**src/rtl/muldiv_sequencer_pkg.sv**
```systemverilog
// rtl/muldiv_sequencer_pkg.sv - shared opcodes, state encoding and decode helper for the MUL/DIV sequencer
package muldiv_sequencer_pkg;

    // ALU operation encodings that the sequencer acts on
    localparam logic [3:0] OP_MUL = 4'b0010;
    localparam logic [3:0] OP_DIV = 4'b0011;

    typedef enum logic [1:0] {
        ST_IDLE    = 2'd0,
        ST_MUL_RUN = 2'd1,
        ST_DIV_RUN = 2'd2,
        ST_DONE    = 2'd3
    } state_t;

    function automatic logic is_muldiv(input logic [3:0] op);
        return (op == OP_MUL) || (op == OP_DIV);
    endfunction

endpackage

```
**src/rtl/muldiv_iter_unit.sv**
```systemverilog
// rtl/muldiv_iter_unit.sv - datapath performing one shift-add multiply or restoring-divide step per enable
//
// Ports:
//   clk, rst          clock, synchronous active-high reset
//   i_load            latch operands and select operation
//   i_load_div        1 = divide, 0 = multiply (sampled with i_load)
//   i_operand_a/b     multiplicand/multiplier or dividend/divisor
//   i_step            advance one iteration
//   o_next_lo/hi      value the accumulator takes on the next step
//                     (product lo/hi, or quotient/remainder)
import muldiv_sequencer_pkg::*;

module muldiv_iter_unit #(
    parameter int WIDTH = 16
) (
    input  logic             clk,
    input  logic             rst,
    input  logic             i_load,
    input  logic             i_load_div,
    input  logic [WIDTH-1:0] i_operand_a,
    input  logic [WIDTH-1:0] i_operand_b,
    input  logic             i_step,
    output logic [WIDTH-1:0] o_next_lo,
    output logic [WIDTH-1:0] o_next_hi
);

    // Multiply: r_acc = {partial product, remaining multiplier bits}.
    // Divide:   r_acc = {partial remainder, dividend bits / quotient bits}.
    logic [2*WIDTH-1:0] r_acc;
    logic [WIDTH-1:0]   r_op;      // multiplicand or divisor
    logic               r_is_div;

    logic [WIDTH:0]     w_mul_sum;
    logic [WIDTH:0]     w_div_shift;
    logic [WIDTH:0]     w_div_diff;
    logic               w_div_ge;
    logic [2*WIDTH-1:0] w_next_acc;

    always_comb begin
        // Carry out of the add is kept and shifted back into the top bit
        w_mul_sum   = {1'b0, r_acc[2*WIDTH-1:WIDTH]} + (r_acc[0] ? {1'b0, r_op} : '0);
        // Remainder shifted left with the next dividend bit brought in
        w_div_shift = {r_acc[2*WIDTH-1:WIDTH], r_acc[WIDTH-1]};
        w_div_ge    = (w_div_shift >= {1'b0, r_op});
        w_div_diff  = w_div_shift - {1'b0, r_op};
        if (r_is_div) begin
            w_next_acc = {(w_div_ge ? w_div_diff[WIDTH-1:0] : w_div_shift[WIDTH-1:0]),
                          r_acc[WIDTH-2:0], w_div_ge};
        end else begin
            w_next_acc = {w_mul_sum, r_acc[WIDTH-1:1]};
        end
    end

    always_ff @(posedge clk) begin
        if (rst) begin
            r_acc    <= '0;
            r_op     <= '0;
            r_is_div <= 1'b0;
        end else if (i_load) begin
            r_is_div <= i_load_div;
            r_acc    <= i_load_div ? {{WIDTH{1'b0}}, i_operand_a} : {{WIDTH{1'b0}}, i_operand_b};
            r_op     <= i_load_div ? i_operand_b : i_operand_a;
        end else if (i_step) begin
            r_acc <= w_next_acc;
        end
    end

    assign o_next_lo = w_next_acc[WIDTH-1:0];
    assign o_next_hi = w_next_acc[2*WIDTH-1:WIDTH];

endmodule

```
**src/rtl/muldiv_sequencer.sv**
```systemverilog
// rtl/muldiv_sequencer.sv - multi-cycle MUL/DIV controller with pipeline stall, flush and divide-by-zero
//
// Ports:
//   clk, rst                 clock, synchronous active-high reset
//   op_valid, operation      execute-stage instruction and ALU opcode
//   operand_a, operand_b     multiplicand/dividend, multiplier/divisor
//   flush                    abort any in-flight operation
//   stall                    hold upstream pipeline (combinational)
//   busy                     iterating (MUL_RUN or DIV_RUN)
//   result_valid             one-cycle result pulse
//   result_lo, result_hi     product lo/hi or quotient/remainder
//   div_by_zero              last DIV had a zero divisor
import muldiv_sequencer_pkg::*;

module muldiv_sequencer #(
    parameter int WIDTH = 16
) (
    input  logic             clk,
    input  logic             rst,
    input  logic             op_valid,
    input  logic [3:0]       operation,
    input  logic [WIDTH-1:0] operand_a,
    input  logic [WIDTH-1:0] operand_b,
    input  logic             flush,
    output logic             stall,
    output logic             busy,
    output logic             result_valid,
    output logic [WIDTH-1:0] result_lo,
    output logic [WIDTH-1:0] result_hi,
    output logic             div_by_zero
);

    localparam int CW = $clog2(WIDTH + 1);

    state_t           r_state;
    logic [CW-1:0]    r_count;
    logic             r_busy;
    logic             r_result_valid;
    logic [WIDTH-1:0] r_result_lo;
    logic [WIDTH-1:0] r_result_hi;
    logic             r_div_by_zero;

    logic             w_accept;
    logic             w_is_div;
    logic             w_div_zero;
    logic             w_running;
    logic             w_step;
    logic [WIDTH-1:0] w_next_lo;
    logic [WIDTH-1:0] w_next_hi;

    assign w_is_div   = (operation == OP_DIV);
    assign w_div_zero = w_is_div && (operand_b == '0);
    assign w_accept   = (r_state == ST_IDLE) && op_valid && is_muldiv(operation) && !flush;
    assign w_running  = (r_state == ST_MUL_RUN) || (r_state == ST_DIV_RUN);
    assign w_step     = w_running && !flush;

    // Stall is raised in the accept cycle itself so the instruction stays put
    assign stall = w_accept || w_running;

    muldiv_iter_unit #(.WIDTH(WIDTH)) u_iter (
        .clk         (clk),
        .rst         (rst),
        .i_load      (w_accept),
        .i_load_div  (w_is_div),
        .i_operand_a (operand_a),
        .i_operand_b (operand_b),
        .i_step      (w_step),
        .o_next_lo   (w_next_lo),
        .o_next_hi   (w_next_hi)
    );

    always_ff @(posedge clk) begin
        if (rst) begin
            r_state        <= ST_IDLE;
            r_count        <= '0;
            r_busy         <= 1'b0;
            r_result_valid <= 1'b0;
            r_result_lo    <= '0;
            r_result_hi    <= '0;
            r_div_by_zero  <= 1'b0;
        end else begin
            r_result_valid <= 1'b0;
            case (r_state)
                ST_IDLE: begin
                    if (w_accept) begin
                        r_count       <= CW'(WIDTH);
                        r_div_by_zero <= 1'b0;
                        if (w_div_zero) begin
                            // Zero divisor skips iteration entirely
                            r_state        <= ST_DONE;
                            r_result_valid <= 1'b1;
                            r_result_lo    <= '1;
                            r_result_hi    <= operand_a;
                            r_div_by_zero  <= 1'b1;
                        end else begin
                            r_state <= w_is_div ? ST_DIV_RUN : ST_MUL_RUN;
                            r_busy  <= 1'b1;
                        end
                    end
                end
                ST_MUL_RUN, ST_DIV_RUN: begin
                    if (flush) begin
                        r_state <= ST_IDLE;
                        r_busy  <= 1'b0;
                    end else begin
                        r_count <= r_count - 1'b1;
                        // Final step: capture the value the datapath is committing now
                        if (r_count == CW'(1)) begin
                            r_state        <= ST_DONE;
                            r_busy         <= 1'b0;
                            r_result_valid <= 1'b1;
                            r_result_lo    <= w_next_lo;
                            r_result_hi    <= w_next_hi;
                        end
                    end
                end
                ST_DONE: begin
                    // op_valid here is the same instruction still held upstream
                    r_state <= ST_IDLE;
                end
                default: begin
                    r_state <= ST_IDLE;
                    r_busy  <= 1'b0;
                end
            endcase
        end
    end

    assign busy         = r_busy;
    assign result_valid = r_result_valid;
    assign result_lo    = r_result_lo;
    assign result_hi    = r_result_hi;
    assign div_by_zero  = r_div_by_zero;

endmodule

```
**config.mk**
```make
export PLATFORM = sky130hd
export DESIGN_NAME = muldiv_sequencer
export DESIGN_NICKNAME = d
export VERILOG_FILES = /design/src/rtl/muldiv_sequencer_pkg.sv /design/src/rtl/muldiv_iter_unit.sv /design/src/rtl/muldiv_sequencer.sv
export SDC_FILE = /design/constraint.sdc
export NUM_CORES = 1
export LEC_CHECK = 0
export CAP_MARGIN = 20
export CORE_MARGIN = 3
export CORE_UTILIZATION = 45
export CTS_CLUSTER_SIZE = 25
export DETAILED_ROUTE_END_ITERATION = 16
export PLACE_DENSITY_LB_ADDON = 0.15
export SETUP_SLACK_MARGIN = 0.1
export SKIP_LAST_GASP = 1
export SLEW_MARGIN = 25
export SYNTH_ARGS = -nofsm -noshare
export SYNTH_HDL_FRONTEND = slang
export SYNTH_SLANG_ARGS = --single-unit
```
**constraint.sdc**
```tcl
create_clock -name clk -period 7.6 [get_ports clk]
set_input_delay 1.14 -clock clk [delete_from_list [all_inputs] [get_ports clk]]
set_output_delay 1.14 -clock clk [all_outputs]
set_load 0.005 [all_outputs]
```
==> metrics.md, run 1 <==
| Metric | Value |
|---|---|
| Pwr Density | `around 340 nW/µm²` |
| Drt via density | `a little under 6` |
| WP buf/inv | `2` |
| Placer's final routability congestion estimate | `~0.91` |
| Largest net degree at the start of global routing | `between 70 and 80` |
| Core area | `about 13,000 µm²` |
| Final worst path period share | `0.5172` |
| Count leader, synth | `nand2_1` |
| Max-cap violation count | `0` |
| Die span in y | `about 120 µm` |
| Post-synth ARST share | `0` |
| Setup crit start kind | `input port` |
| Cells after synthesis | `824` |
| Worst VDD drop | `around 0.27 mV` |
| Clock buffer depth | `2` |
| Reg2Reg Depth | `10` |
| Post-Syn Nets | `roughly 900` |
| Worst min-delay path class | `flip-flop to flip-flop` |
| First-pass iteration count of the detailed router | `5` |
| Status | `completed` |
| Ratio of cells with drive above 1 in the final layout | `0.05963` |
| Ant diodes | `0` |
| I/O Buffers | `75` |
| Fin crit period | `slightly below 4 ns` |
| Final Setup Violations | `0` |
| FP Rows | `42` |
| Worst r2r src | `u_iter.r_acc[0]` |
| Top cells by area, synth | `dfxtp_1 29%, nand2_1 7.5%, ha_1 7.2%` |
| Leakage | `about 2.7 nW` |
| Hold Buf Count CTS | `0` |
| First-pass GRT wire length | `around 30,000 µm` |
| Post-DR wirelength/cell | `18.02 µm` |
| Via Count | `6,233` |
| Synthesized area per cell | `roughly 7.6 µm²` |
| Setup WS pre-CTS | `3.102 ns` |
| Clock Skew | `~0.0075 ns` |
| Min-Delay Endpoint | `result_hi[3]` |
| GRT Util Overall | `0.2478` |
| Synth top cells by count | `125 x nand2_1, 91 x dfxtp_1, 88 x nor2_1` |
| H-tree Lvls | `3` |
| Full die area | `~15,000 µm²` |
| Dpl hpwl | `approximately 14,000 µm` |
| RSZ-0062 raised after global routing | `false` |
| Met2 GRT Util | `0.3998` |
| Clk root buf | `clkbuf_16` |
| Total clock sinks | `between 90 and 100` |
| Final Util | `0.5501` |
| Clock latency on the worst-skew pair | `about 0.35 ns` |
| Worst-path clk slew | `0.07 ns` |
| Max frequency | `0.2544 GHz` |
| Met3 Use GR | `0.04995` |
| R2r endpoint | `result_hi[15]` |
| Crit-path cells | `clkdlybuf4s50_1 > nor3b_1 > and2_2 > and2_1 > nand2_1 > a22oi_2 > buf_4 > nor2_1 > a311oi_1` |
| Nets | `between 900 and 1,000` |
| Critical Path Fanout Max | `34` |
| CTS Buf Count | `9` |
| Crit end category | `flip-flop` |
| Gr ovfl total | `0` |
| Final hold viol count | `0` |
| EDFF count, synth | `0` |
| Setup bufs post-CTS | `0` |
| Cell Area, Synth | `between 6000 and 7000 µm²` |
| I/O pin count | `76` |
| Slowest CP cell | `and2_2` |
| Yosys Warn Count | `0` |
| Final ANT Viol Nets | `0` |
| CTS tree | `built` |
| Vias in the first global route | `roughly 5,800` |
| Worst path top cell family by delay | `simple AND/OR/NAND/NOR gates` |
| Remaining DRCs | `0` |
| CP max stage delay | `0.60 ns` |
| Top-area cell type share of the netlist area | `0.2921` |
| Crit path DAT | `between 4 and 5 ns` |
| DIE WIDTH | `~120 µm` |
| Post-Route WL | `approximately 19,000 µm` |
| Slew Limit Fails | `0` |
| Worst Tran Pin Value | `about 0.93 ns` |
| Top FF cell, synth | `dfxtp_1` |
| #FFs+latches synth | `91` |
| Routing usage on met1 | `0.3372` |
| Initial antenna violation count | `0` |
| Initial DRC count | `roughly 540` |
| Post-Route Setup TNS | `0 ns` |
| Worst hold start | `result_hi[3]` |
| Area leader, netlist | `dfxtp_1` |
| Setup ws final | `3.669 ns` |
| Distinct cell type count after synthesis | `just over 70` |
| Max_slew headroom | `0.3746` |
| Most Crowded Layer GR | `met2` |
| PostCTS Resize Cnt | `0` |
| Area Overhead vs Synth | `18.22%` |
| Sequential element share of the synthesized area | `0.2921` |
| Kind of critical path | `input port to flip-flop` |
| R2r setup slk | `3.79 ns` |
| Starting density of the core | `0.4654` |
| Worst endpoint required time | `a little under 8 ns` |
| Hold depth | `2` |
## where the power goes
part           internal [mW]  switching [mW]
registers              0.585          0.0822
logic                  0.577           0.777
clock network          0.273           0.190
total                   1.44            1.05
## layer usage
layer  part of all wire  vias to the layer above  wire length [µm]
met5                  0                        -                 0
met4              0.021                        0               389
met3              0.064                       28              1209
met2               0.46                      224              8692
met1               0.46                     2924              8593
li1                   -                     3057                 -
## per-stage QoR
stage | cell area [µm²] | cells | power (mW) | hold slack, ns
5_1_grt | 7372 | 1048 | 2.666 | 0.4699
4_1_cts | 7368 | 1048 | 2.479 | 0.4574
3_3_place_gp | 7052 | 1031 | 1.974 | 0.4428
3_5_place_dp | 7063 | 1032 | 2.012 | 0.4497
2_1_floorplan | 6236 | 824 | 1.617 | 0.4483
6_report | 7372 | 1048 | 2.485 | 0.4531
## worst min-delay path, cell delays in order, from the launching register on
cell and delay, ns:
dfxtp_1 0.31, nand2_1 0.05, a21oi_1 0.05
## layout make-up
type	instances	area, µm²
fillers	1277	6028
flip-flops and latches	91	1823
clock inverters	4	48.80
clock buffers	12	256.5
multi-input cells	648	4086
well taps	176	220.2
repair buffers	83	809.5
inverters	34	127.6
## how the worst max path moves through the flow
| stage | startpoint | endpoint | slack (ns) | depth (start not counted) |
|---|---|---|---|---|
| final | operation[1] | result_lo[11] | 3.67 | 9 |
| after floorplan | operation[3] | result_hi[10] | 4.49 | 9 |
| after detailed placement | operation[1] | result_hi[11] | 3.10 | 10 |
| after CTS | operation[1] | result_lo[11] | 3.45 | 9 |
| after global routing | operation[1] | result_lo[7] | 3.44 | 9 |
| after global placement | operation[1] | result_lo[12] | 2.68 | 9 |
## state kept, by name, indices dropped and copies added, names as in the netlist
register	cells
u_iter.r_op	16
r_count	5
result_lo	16
result_hi	16
div_by_zero	1
busy	1
r_state	2
u_iter.r_acc	32
u_iter.r_is_div	1
result_valid	1
## placed cells by master, fill, tap and decap left out, types with 10 or more instances in the layout
| master | instances |
|---|---|
| a211oi_1 | 11 |
| a21oi_1 | 71 |
| a311oi_1 | 39 |
| and2_1 | 18 |
| clkdlybuf4s50_1 | 74 |
| dfxtp_1 | 90 |
| ha_1 | 36 |
| inv_1 | 33 |
| mux2i_1 | 22 |
| nand2_1 | 124 |
| nand2b_1 | 10 |
| nand3_1 | 13 |
| nor2_1 | 88 |
| nor3_1 | 13 |
| o21ai_0 | 47 |
| xnor2_1 | 12 |
| xor2_1 | 11 |
## kinds of logic (layout without fill, tap and decap cells)
family / Yosys count / in the layout / synth area share
mux: 24 / 24 / 0.03892
compound gates: 240 / 240 / 0.2624
buf+inv: 85 / 133 / 0.05437
xor+xnor: 23 / 23 / 0.03230
simple gates: 323 / 323 / 0.2412
fa+ha+maj: 38 / 38 / 0.07865
flops: 91 / 91 / 0.2921
Note: power is estimated with default switching activity, not from simulation.
==> run 2, diff against run 1 <==
==> constraint.sdc (replaced) <==
create_clock -name clk -period 3.75 [get_ports clk]
set_input_delay 0.5625 -clock clk [delete_from_list [all_inputs] [get_ports clk]]
set_output_delay 0.5625 -clock clk [all_outputs]
set_load 0.005 [all_outputs]
==> run 2 against run 1 <==
Die area unchanged. Global-route usage up 0.98 points. Hold slack better by 0.013 ns. Sequential power up 100%. Non-clock buffer count up 7. Routed wire length up 3.2%. Critical endpoint is now result_hi[13]. Largest power group unchanged. Highest routed layer unchanged.
==> metrics.md, run 2 (same netlist as run 1, synthesis figures left out) <==
| Metric | Value |
|---|---|
| Placer's final routability congestion estimate | `0.9269 (was 0.9058)` |
| Initial DRC count | `444 (was 536)` |
| Clock latency on the worst-skew pair | `0.35 ns (about the same)` |
| Core area | `13,400 µm² (unchanged)` |
| Full die area | `15,310 µm² (unchanged)` |
| Ant diodes | `0 (unchanged)` |
| Internal | `3.048 mW (was 1.435 mW)` |
| Worst Hold Slack | `0.4663 ns (was 0.4531 ns)` |
| DIE WIDTH | `123.7 µm (unchanged)` |
| Setup crit start kind | `flip-flop (was input port)` |
| Vias in the first global route | `6,025 (was 5,847)` |
| Fill cells | `1,281 (was 1,277)` |
| Max-cap violation count | `0 (unchanged)` |
| FF+latch area | `1824 µm² (was 1823 µm²)` |
| Leakage | `2.740 nW (was 2.688 nW)` |
| Starting density of the core | `0.4654 (unchanged)` |
| Hold Buf Count CTS | `0 (unchanged)` |
| Final hold viol count | `0 (unchanged)` |
| Total clock sinks | `91 (unchanged)` |
| Clk root buf | `clkbuf_16 (unchanged)` |
| Worst endpoint required time | `4.00 ns (was 7.85 ns)` |
| CTS Buf Count | `9 (unchanged)` |
| Nets | `952 (was 945)` |
| Die span in y | `123.7 µm (unchanged)` |
| H-tree Lvls | `3 (unchanged)` |
| I/O pin count | `76 (unchanged)` |
| First-pass GRT wire length | `31,080 µm (was 29,960 µm)` |
| Gr ovfl total | `0 (unchanged)` |
| GRT Util Overall | `0.2576 (was 0.2478)` |
| Crit path DAT | `3.46 ns (was 4.18 ns)` |
| Net Sw Frac | `0.4210 (was 0.4223)` |
| Share of power burned in registers | `0.259 (was 0.269)` |
| Final worst path period share | `0.8583` |
| Slew Limit Fails | `0 (unchanged)` |
| Area Overhead vs Synth | `19.62% (was 18.22%)` |
| Ratio of cells with drive above 1 in the final layout | `0.06598 (was 0.05963)` |
| Crit end category | `flip-flop (unchanged)` |
| Via Count | `6,335 (was 6,233)` |
| Worst min-delay path class | `flip-flop to flip-flop (unchanged)` |
| Worst-path clk slew | `0.07 ns (about the same)` |
| RSZ-0062 raised after global routing | `false (unchanged)` |
| Pwr Density | `705.8 nW/µm² (was 337.1 nW/µm²)` |
| Max_slew headroom | `0.4766 (was 0.3746)` |
| Final ANT Viol Nets | `0 (unchanged)` |
| Critical Path Fanout Max | `11 (was 34)` |
| PostCTS Resize Cnt | `0 (unchanged)` |
| Status | `completed (unchanged)` |
| Setup bufs post-CTS | `0 (unchanged)` |
| Commonest non-fill, non-tap cell in the layout | `nand2_1 (unchanged)` |
| Post-DR wirelength/cell | `18.47 µm (was 18.02 µm)` |
| I/O Buffers | `75 (unchanged)` |
| Worst VDD drop | `0.6604 mV (was 0.2742 mV)` |
| Largest net degree at the start of global routing | `65 (was 73)` |
| Drt via density | `6.005 (was 5.948)` |
| Post-Route Setup TNS | `0 ns (unchanged)` |
| Max reg flops | `32 (unchanged)` |
| Final Setup Violations | `0 (unchanged)` |
| Fin crit period | `~3.2 ns` |
| Post-Route WL | `19,490 µm (was 18,890 µm)` |
| Clock Skew | `0.01103 ns (was 0.007518 ns)` |
| Clock power frac | `0.204 (was 0.186)` |
| Logic pwr share | `0.538 (was 0.545)` |
| Most frequent cells in the layout | `125 x nand2_1, 89 x dfxtp_1, 88 x nor2_1, 74 x clkdlybuf4s50_1, 71 x a21oi_1 (was 124 x nand2_1, 90 x dfxtp_1, 88 x nor2_1, 74 x clkdlybuf4s50_1, 71 x a21oi_1)` |
| Max frequency | `0.3107 GHz` |
| FP Rows | `42 (unchanged)` |
| Most flops, register | `u_iter.r_acc (unchanged)` |
| First-pass iteration count of the detailed router | `5 (unchanged)` |
| Worst Tran Pin Value | `0.7784 ns (was 0.9338 ns)` |
| Net Sw Power | `2.217 mW (was 1.049 mW)` |
| CTS tree | `built (unchanged)` |
| Kind of critical path | `flip-flop to flip-flop (was input port to flip-flop)` |
| Dpl hpwl | `14,460 µm (was 13,810 µm)` |
| Initial antenna violation count | `0 (unchanged)` |
| Clock buffer depth | `2 (unchanged)` |
| Remaining DRCs | `0 (unchanged)` |
| Multi-input logic area | `4080 µm² (was 4086 µm²)` |
[run 2: power groups by stage]
stage	logic [mW]	clock network (mW)	registers, mW
after floorplan	1.94	0	1.34
after global placement	2.74	0	1.37
after detailed placement	2.79	0	1.38
after CTS	2.81	1.08	1.36
after global routing	3.12	1.12	1.38
final	2.83	1.07	1.36
[run 2: final timing paths]
path	from	endpoint	slack, ns	cells past startpoint
setup / recovery	u_iter.r_acc[0]	result_hi[13]	0.53	12
setup reg to reg	u_iter.r_acc[0]	result_hi[13]	0.53	12
hold / removal	result_hi[3]	result_hi[3]	0.47	2
hold reg to reg	result_hi[3]	result_hi[3]	0.47	2
[run 2: final cells by class]
type                       count  area share
clock buffer                   9     0.03019
clock inverter                 7     0.01661
inverter                      34     0.01711
multi-input combinational    648      0.5470
sequential                    91      0.2445
tap                          176     0.02952
timing repair buffer          90      0.1151
[run 2: metal layers]
| layer | track usage | wire length (µm) |
|---|---|---|
| met1 | 0.3419 | 8655 |
| met2 | 0.4306 | 9340 |
| met3 | 0.04768 | 1105 |
| met4 | 0.06782 | 384 |
| met5 | 0 | 0 |
[run 2: worst max-delay path: stages (launching register included)]
cell       delay (ns)
dfxtp_2          0.45
and2_1           0.16
ha_1             0.16
inv_1            0.06
fa_1             0.37
nor2b_1          0.21
o31a_1           0.25
o211ai_1         0.17
o21ai_1          0.24
a311o_1          0.24
mux2i_1          0.29
o2111ai_1        0.20
a311oi_1         0.33
[run 2: through the flow]
step | utilization | cells | cell area [µm²] | setup slack [ns] | power, mW
6_report | 0.5567 | 1055 | 7460 | 0.5313 | 5.265
5_1_grt | 0.5567 | 1055 | 7460 | 0.1933 | 5.620
4_1_cts | 0.5566 | 1055 | 7458 | 0.4417 | 5.250
3_5_place_dp | 0.5305 | 1039 | 7109 | 0.4817 | 4.166
3_3_place_gp | 0.5305 | 1039 | 7109 | 0.5756 | 4.112
2_1_floorplan | - | 824 | 6236 | 0.9309 | 3.278
==> run 3, diff against run 2 <==
--- a/config.mk
+++ b/config.mk
@@ -10,6 +10,7 @@
 export CORE_UTILIZATION = 45
 export CTS_CLUSTER_SIZE = 25
 export DETAILED_ROUTE_END_ITERATION = 16
+export GPL_ROUTABILITY_DRIVEN = 1
 export PLACE_DENSITY_LB_ADDON = 0.15
 export SETUP_SLACK_MARGIN = 0.1
 export SKIP_LAST_GASP = 1
==> results of run 3 <==
Final layout, timing and power as in run 2 (identical DEF).
